**config.mk**
```make
export PLATFORM = sky130hd
export DESIGN_NAME = addsub_seq
export DESIGN_NICKNAME = d
export VERILOG_FILES = /design/src/rtl/addsub_pkg.sv /design/src/rtl/add_chunk.sv /design/src/rtl/addsub_seq.sv
export SDC_FILE = /design/constraint.sdc
export NUM_CORES = 1
export LEC_CHECK = 0
export CAP_MARGIN = 20
export CORE_MARGIN = 2
export CORE_UTILIZATION = 40
export CTS_CLUSTER_DIAMETER = 50
export DETAILED_ROUTE_END_ITERATION = 6
export SYNTH_ARGS = -nofsm -noshare
export SYNTH_HDL_FRONTEND = slang
export SYNTH_HIERARCHICAL = 1
export SYNTH_SLANG_ARGS = --single-unit
export TNS_END_PERCENT = 50
```
**constraint.sdc**
```tcl
create_clock -name clk -period 6.51 [get_ports clk]
set_input_delay 0.9765 -clock clk [delete_from_list [all_inputs] [get_ports clk]]
set_output_delay 0.9765 -clock clk [all_outputs]
set_load 0.01 [all_outputs]
```
**src/rtl/addsub_pkg.sv**
```systemverilog
// Shared definitions for the multi-cycle adder/subtractor.
package addsub_pkg;

  localparam logic OP_ADD = 1'b0;
  localparam logic OP_SUB = 1'b1;

  typedef enum logic [1:0] {
    IDLE = 2'd0,
    RUN  = 2'd1,
    DONE = 2'd2
  } state_t;

endpackage

```
**src/rtl/add_chunk.sv**
```systemverilog
// Combinational CHUNK-bit ripple slice. Also exposes the carry into the
// slice's top bit so the caller can derive signed overflow on the last slice.
module add_chunk #(
  parameter int CHUNK = 8
) (
  input  logic [CHUNK-1:0] a,
  input  logic [CHUNK-1:0] b,
  input  logic             cin,
  output logic [CHUNK-1:0] sum,
  output logic             cout,
  output logic             c_msb
);

  logic [CHUNK:0] full;

  // Carry into the top bit is recovered from the top-bit sum, so CHUNK=1 works too.
  always_comb begin
    full  = {1'b0, a} + {1'b0, b} + {{CHUNK{1'b0}}, cin};
    sum   = full[CHUNK-1:0];
    cout  = full[CHUNK];
    c_msb = a[CHUNK-1] ^ b[CHUNK-1] ^ full[CHUNK-1];
  end

endmodule

```
**src/rtl/addsub_seq.sv**
```systemverilog
// Multi-cycle two's-complement add/sub, one CHUNK-bit slice per clock.
//
// state | meaning
// IDLE  | waiting for start, ready=1
// RUN   | one slice per edge, low slice first, ready=0
// DONE  | one-cycle done pulse, ready=1, start accepted back-to-back
module addsub_seq
  import addsub_pkg::*;
#(
  parameter int WIDTH = 32,
  parameter int CHUNK = 8
) (
  input  logic             clk,
  input  logic             reset,
  input  logic             start,
  input  logic             op,
  input  logic             cin,
  input  logic [WIDTH-1:0] a_reg,
  input  logic [WIDTH-1:0] b_reg,
  output logic             ready,
  output logic             done,
  output logic [WIDTH-1:0] sum,
  output logic             cout,
  output logic             ovf,
  output logic             zero
);

  localparam int NCH = WIDTH / CHUNK;
  localparam int CW  = (NCH > 1) ? $clog2(NCH) : 1;

  if (WIDTH % CHUNK != 0) begin : g_bad_chunk
    $error("addsub_seq: CHUNK must divide WIDTH");
  end

  state_t               state;
  logic [WIDTH-1:0]     a_sh;
  logic [WIDTH-1:0]     b_sh;
  logic [WIDTH-1:0]     acc;
  logic                 carry;
  logic [CW-1:0]        count;

  logic [CHUNK-1:0]     s_chunk;
  logic                 c_out;
  logic                 c_msb;
  logic [WIDTH+CHUNK-1:0] acc_wide;
  logic [WIDTH-1:0]     acc_next;
  logic                 last;

  add_chunk #(.CHUNK(CHUNK)) u_chunk (
    .a     (a_sh[CHUNK-1:0]),
    .b     (b_sh[CHUNK-1:0]),
    .cin   (carry),
    .sum   (s_chunk),
    .cout  (c_out),
    .c_msb (c_msb)
  );

  // New slice enters at the top of the working sum; after NCH slices it is aligned.
  always_comb begin
    acc_wide = {s_chunk, acc};
    acc_next = acc_wide[WIDTH+CHUNK-1:CHUNK];
    last     = (count == CW'(NCH - 1));
  end

  // FSM, operand shifters, slice counter and result registers.
  always_ff @(posedge clk) begin
    if (reset) begin
      state <= IDLE;
      ready <= 1'b1;
      done  <= 1'b0;
      sum   <= '0;
      cout  <= 1'b0;
      ovf   <= 1'b0;
      zero  <= 1'b0;
      a_sh  <= '0;
      b_sh  <= '0;
      acc   <= '0;
      carry <= 1'b0;
      count <= '0;
    end else begin
      done <= 1'b0;
      case (state)
        IDLE, DONE: begin
          if (start) begin
            state <= RUN;
            ready <= 1'b0;
            a_sh  <= a_reg;
            b_sh  <= (op == OP_SUB) ? ~b_reg : b_reg;
            carry <= (op == OP_SUB) ? ~cin : cin;
            count <= '0;
          end else begin
            state <= IDLE;
            ready <= 1'b1;
          end
        end
        RUN: begin
          acc   <= acc_next;
          a_sh  <= a_sh >> CHUNK;
          b_sh  <= b_sh >> CHUNK;
          carry <= c_out;
          count <= count + 1'b1;
          if (last) begin
            state <= DONE;
            ready <= 1'b1;
            done  <= 1'b1;
            count <= '0;
            sum   <= acc_next;
            cout  <= c_out;
            ovf   <= c_msb ^ c_out;
            zero  <= (acc_next == '0);
          end
        end
        default: begin
          state <= IDLE;
          ready <= 1'b1;
        end
      endcase
    end
  end

endmodule

```
==> impl_metrics.csv, run 1 <==
group,metric,value,unit
run_status,status,"completed",
setup_path,path_cells,"fa_1 -> fa_1 -> a21oi_1 -> o21a_1 -> xnor2_1 -> nor4_1 -> nand4_1 -> o41ai_1",
die,io-pin-count,106,
clock_tree,cts-root-buf,"clkbuf_16",
placed_design,dp_hpwl,8590,um
setup_path,r2r_cells,8,
logic_synthesis,synth.net_count,743,
logic_synthesis,yosysWarnings,6,
detailed_routing,remaining_drc_errors,0,
placed_design,placed_cells,896,
power_and_ir_drop,leakage,0.002563,uW
clock_tree,cts_resized,0,
sta,relSlewSlack,34.00,%
clock_tree,cts_max_level,4,
power_and_ir_drop,vdd_ir_drop_max,176.0,uV
clock_tree,cts_sinks,130,
detailed_routing,wl_per_cell,14.30,um
layout,num_antenna_cells,0,
setup_path,crit_fanout,3,
sta,period_share,40.29,%
logic_synthesis,synth_area_leaders,"dfxtp_1 47%, a21oi_1 11%, nand2_1 9.1%",
run,cap_violations,0,
detailed_routing,ant_nets,0,
setup_path,cp_top_family,"adder cells",
power_and_ir_drop,power_density,285.6,mW/mm^2
clock_tree,cts_setup_buffers,0,
sta,setup_viol,0,
sta,rsz0062_at_grt,"no",
global_route,grt.total_usage,18.33,%
sta,drv_slew,0,
setup_path,cp.required,6810,ps
sta,timing.fmax,381.3,MHz
die,die_w,121.7,um
sta,finalHoldViolCount,0,
min_path,holdPathEnd,"sum[13]",
power_and_ir_drop,p_sw,477.7,uW
logic_synthesis,synth_most_common_cell,"nand2_1",
detailed_routing,avgViaCountPerCell,5.256,
die,start_util,40.41,%
global_route,overflow,0,
die,fp-row-count,43,
setup_path,r2r_start,"a_sh[0]",
setup_path,cp-start-kind,"register",
logic_synthesis,synth_area,0.005544,mm^2
sta,tightestPinTransition,990.0,ps
clock_tree,postCtsHoldBufs,0,
logic_synthesis,synth_top_area_cell,"dfxtp_1",
setup_path,startpoint,"a_sh[0]",
power_and_ir_drop,p_comb_share,11.4,%
clock_tree,clk_pin_slew,50,ps
clock_tree,cts_tree,"done",
die,core_area,0.01372,mm^2
layout,nets,815,
detailed_routing,drtIter0Drc,360,
global_route,antenna_found_initial,0,
power_and_ir_drop,switching_share,23.14,%
logic_synthesis,avgSynthCellArea,8.349,um^2
clock_tree,clock_path_buffers,2,
power_and_ir_drop,seqPwrFrac,41.6,%
setup_path,regToRegSetupSlack,3890,ps
global_route,grt_pass1_wl,21740,um
layout,areaGrowthSynthToFinish,30.35,%
min_path,min_path_type,"reg -> reg",
layout,fill_cells,1344,
logic_synthesis,synthFlopType,"dfxtp_1",
logic_synthesis,ys_seq_area_share,46.94,%
setup_path,slowest_stage,"fa_1",
placed_design,place_congestion,0.7982,
placed_design,port_buffers,105,
sta,setup_tns,0,ps
setup_path,critPathKind,"reg -> reg",
logic_synthesis,postSynthCellCount,664,
detailed_routing,wl,13270,um
logic_synthesis,netlist.area_leader.share,46.94,%
die,die-area,0.01482,mm^2
sta,skew,7.040,ps
setup_path,cp.arrival,2920,ps
global_route,grt_pass1_vias,4542,
detailed_routing,firstDrtPassIters,5,
detailed_routing,vias,4878,
setup_path,cp.buffers_inverters,0,
setup_path,reg2reg_to,"zero",
logic_synthesis,synth_edf_count,0,
global_route,grt_max_degree,92,
setup_path,max_stage_delay,480,ps
setup_path,cp_common_cell,"fa_1",
clock_tree,numCtsBuffers,17,
clock_tree,clk-insertion-delay-late,410,ps
setup_path,end_kind,"register",
layout,drive_gt1_share,5.882,%
logic_synthesis,ys_seq_elements,130,
logic_synthesis,synthTopCellsByCount,"134 x nand2_1, 130 x dfxtp_1, 127 x a21oi_1",
power_and_ir_drop,internal_power,1586,uW
min_path,min_from,"sum[13]",
layout,fin_cells,928,
logic_synthesis,synth_cell_types,38,
power_and_ir_drop,clkPwrFrac,47.0,%
logic_synthesis,synthArstFlopShare,0,%
min_path,worstHoldPathCells,2,
sta,period_needed,2623,ps
die,die_y,121.7,um
-- worst min-delay path, cell delays in order (launching register included) --
cell	delay, ps
dfxtp_1	300
nand2_1	50
a21oi_1	50
-- layout make-up --
class,instances,area (um^2),share of cell area [%]
Clock buffer,27,513.0,7.098
Clock inverter,4,95.09,1.316
Inverter,5,18.77,0.2597
Multi-Input combinational cell,471,2666,36.89
Sequential cell,130,2603,36.01
Tap cell,180,225.2,3.116
Timing Repair Buffer,111,1106,15.30
-- flip-flops by register name, summed over array words and instances, names as in the netlist --
register  cells
ready         1
carry         1
done          1
acc          24
b_sh         32
ovf           1
zero          1
cout          1
state         2
count         2
a_sh         32
sum          32
-- through the flow --
step,setup WS (ps),area (um^2),hold slack [ps],util [%],total power [uW]
2_1_floorplan,4252,5544,444.0,-,1028
3_3_place_gp,3932,6594,444.4,48.06,1105
3_5_place_dp,3903,6594,448.8,48.06,1111
4_1_cts,3892,7202,455.8,52.49,2079
5_1_grt,3757,7227,470.2,52.68,2152
6_report,3887,7227,451.6,52.68,2064
-- worst max-delay path by stage --
stage,end,slack (ps),cells past startpoint
detailed placement,zero,3900,8
CTS,zero,3890,8
global route,zero,3760,8
finish,zero,3890,8
global placement,b_sh[9],3930,5
floorplan,zero,4250,8
-- cell usage in the layout, fill, tap and decap left out, types with 2 or more instances in the layout --
cell type,synthesis,final
dfxtp_1,130,130
nand3b_1,2,2
a21oi_2,3,3
a21oi_1,127,127
nor2_1,4,4
clkbuf_1,17,5
clkbuf_8,0,5
nand4_1,2,2
clkdlybuf4s50_1,0,103
nand2_1,134,134
nor4_1,9,9
xnor2_1,3,3
nor2b_4,0,2
inv_1,4,4
buf_4,5,6
xor2_1,35,35
clkbuf_16,0,18
a21o_1,2,2
ha_1,8,8
nand3_1,67,67
fa_1,2,2
a22oi_1,49,49
bufinv_16,0,3
a311o_1,3,3
-- kinds of logic after synthesis --
kind of cell / synth area share, %
buffers and inverters: 5.416
flip-flops: 46.94
XOR/XNOR: 6.003
AND/OR/NAND/NOR: 18.71
adder cells (fa/ha/maj): 2.528
AO/OA/AOI/OAI: 20.40
-- routing by layer --
layer	global-route usage, %	wire length (um)
met4	6.968	216
met2	29.28	6474
met1	23.92	5900
met3	4.635	675
met5	0	0
-- power groups by stage --
stage          clock, uW  sequential, uW  combinational (uW)
3_3_place_gp           0             875                 230
2_1_floorplan          0             866                 161
5_1_grt             1030             863                 261
3_5_place_dp           0             876                 235
6_report             970             859                 235
4_1_cts              984             859                 236
(Power assumes the default switching activity.)
==> inputs of run 2 (changes only) <==
- PLACE_DENSITY: default -> 0.67
- clock period: 6.51 -> 2.3 ns (I/O delays scaled with it)
==> impl_metrics.csv, run 2 (synthesis gave the netlist of run 1 again) <==
group,metric,value,unit
run_status,status,"completed",
run,cap_violations,0,
clock_tree,cts_max_level,4,
layout,post-route-util,54.39,%
power_and_ir_drop,clkPwrFrac,48.7,%
detailed_routing,drtIter0Drc,349,
global_route,grt.total_usage,19.00,%
sta,setup_viol,0,
layout,final_cell_mix,"134 x nand2_1, 129 x dfxtp_1, 126 x a21oi_1, 103 x clkdlybuf4s50_1, 67 x nand3_1",
detailed_routing,wl,13590,um
die,io-pin-count,106,
clock_tree,postCtsHoldBufs,0,
placed_design,place_congestion,0.7987,
sta,holdWs,408.9,ps
clock_tree,cts_sinks,130,
layout,drive_gt1_share,9.330,%
sta,drv_slew,0,
setup_path,cp.required,2620,ps
layout,largestRegisters,"a_sh (32), b_sh (32), sum (32)",
sta,finalHoldViolCount,0,
detailed_routing,remaining_drc_errors,0,
die,start_util,40.41,%
layout,nets,827,
sta,setup_tns,0,ps
power_and_ir_drop,p_sw,1417,uW
setup_path,slowest_stage,"fa_2",
min_path,min_path_type,"in -> reg",
power_and_ir_drop,p_comb_share,11.7,%
layout,num_antenna_cells,0,
clock_tree,clock_path_buffers,2,
power_and_ir_drop,leakage,0.002666,uW
die,die-area,0.01482,mm^2
die,fp-row-count,43,
clock_tree,clk-insertion-delay-late,420,ps
die,die_y,121.7,um
power_and_ir_drop,power_density,822.2,mW/mm^2
die,core_area,0.01372,mm^2
clock_tree,cts_tree,"done",
sta,relSlewSlack,63.48,%
layout,fill_cells,1276,
setup_path,end_kind,"register",
layout,multi_input_area,0.002724,mm^2
placed_design,dp_hpwl,8987,um
detailed_routing,firstDrtPassIters,5,
sta,timing.fmax,452.7,MHz
layout,final-seq-area,0.002604,mm^2
sta,tightestPinTransition,547.8,ps
detailed_routing,ant_nets,0,
clock_tree,clk_pin_slew,50,ps
power_and_ir_drop,internal_power,4718,uW
setup_path,crit_fanout,3,
power_and_ir_drop,seqPwrFrac,39.6,%
power_and_ir_drop,vdd_ir_drop_max,446.2,uV
setup_path,max_stage_delay,410,ps
global_route,grt_pass1_wl,22360,um
detailed_routing,avgViaCountPerCell,5.343,
setup_path,path_cells,"fa_2 -> buf_4 -> nand3_2 -> a21oi_1 -> a311o_1 -> nor4_2 -> nand4_1 -> o41ai_2",
global_route,antenna_found_initial,0,
detailed_routing,wl_per_cell,14.44,um
sta,rsz0062_at_grt,"yes",
setup_path,critPathKind,"reg -> reg",
global_route,grt_max_degree,75,
clock_tree,numCtsBuffers,17,
setup_path,cp.arrival,2530,ps
sta,period_needed,2209,ps
power_and_ir_drop,switching_share,23.10,%
sta,period_share,96.04,%
layout,layout_commonest_cell,"nand2_1",
power_and_ir_drop,finalPower,6135,uW
setup_path,cp-start-kind,"register",
global_route,overflow,0,
global_route,grt_pass1_vias,4660,
die,die_w,121.7,um
detailed_routing,vias,5028,
sta,skew,7.358,ps
placed_design,port_buffers,105,
layout,areaGrowthSynthToFinish,34.60,%
clock_tree,cts-root-buf,"clkbuf_16",
## run 2: cell count changes in the layout (fill, tap and decap cells not counted), sizes merged
| cell | delta |
|---|---|
| clkbuf | -6 |
| buf | +13 |
| clkinvlp | +1 |
| clkinv | +3 |
| bufinv | +2 |
## run 2: power by group through the flow
stage,combinational [uW],clock (uW),sequential [uW]
after floorplan,456,0,2450
after global placement,686,0,2470
after detailed placement,697,0,2480
after CTS,706,3020,2430
after global routing,795,3130,2440
final,718,2990,2430
## run 2: final timing paths
| path | from | end | slack, ps | cells after the start |
|---|---|---|---|---|
| setup / recovery | a_sh[0] | zero | 90 | 8 |
| hold / removal | reset | sum[1] | 410 | 2 |
| setup reg to reg | a_sh[0] | zero | 90 | 8 |
| hold reg to reg | sum[1] | sum[1] | 450 | 2 |
## run 2: through the flow
| step | instances | setup WS, ps | area (um^2) |
|---|---|---|---|
| 2_1_floorplan | 664 | 42.12 | 5544 |
| 3_3_place_gp | 908 | -62.26 | 6734 |
| 3_5_place_dp | 908 | -119.3 | 6734 |
| 4_1_cts | 941 | 12.31 | 7422 |
| 5_1_grt | 941 | -33.12 | 7462 |
| 6_report | 941 | 91.14 | 7462 |
## run 2: cell type report
type,instances,area share (%)
Sequential cell,130,34.89
Tap cell,180,3.018
Inverter,5,0.2515
Timing Repair Buffer,123,16.47
Clock inverter,10,2.381
Multi-Input combinational cell,471,36.50
Clock buffer,22,6.489
## run 2: critical path: cells and delay by family (launching register included)
family	cells	cell delay, ps
adder cells (fa/ha/maj)	1	410
AO/OA/AOI/OAI	3	710
buffers and inverters	1	150
AND/OR/NAND/NOR	3	510
flip-flops	1	330
## run 2: metal layers
metal / track usage (%) / part of all wire, % / up-vias / routed length, um
met5: 0 / 0 / - / 0
met4: 7.184 / 1.9 / 0 / 260
met3: 5.431 / 5.5 / 26 / 744
met2: 31.74 / 49 / 137 / 6626
met1: 23.27 / 44 / 2371 / 5959
li1: - / - / 2494 / -
## run 2: repair_timing
action | CTS | global route
setup buffers | 1 | 0
resized for setup | 5 | 6
pin swaps | 3 | 1
endpoints found under the setup margin | 1 | 1
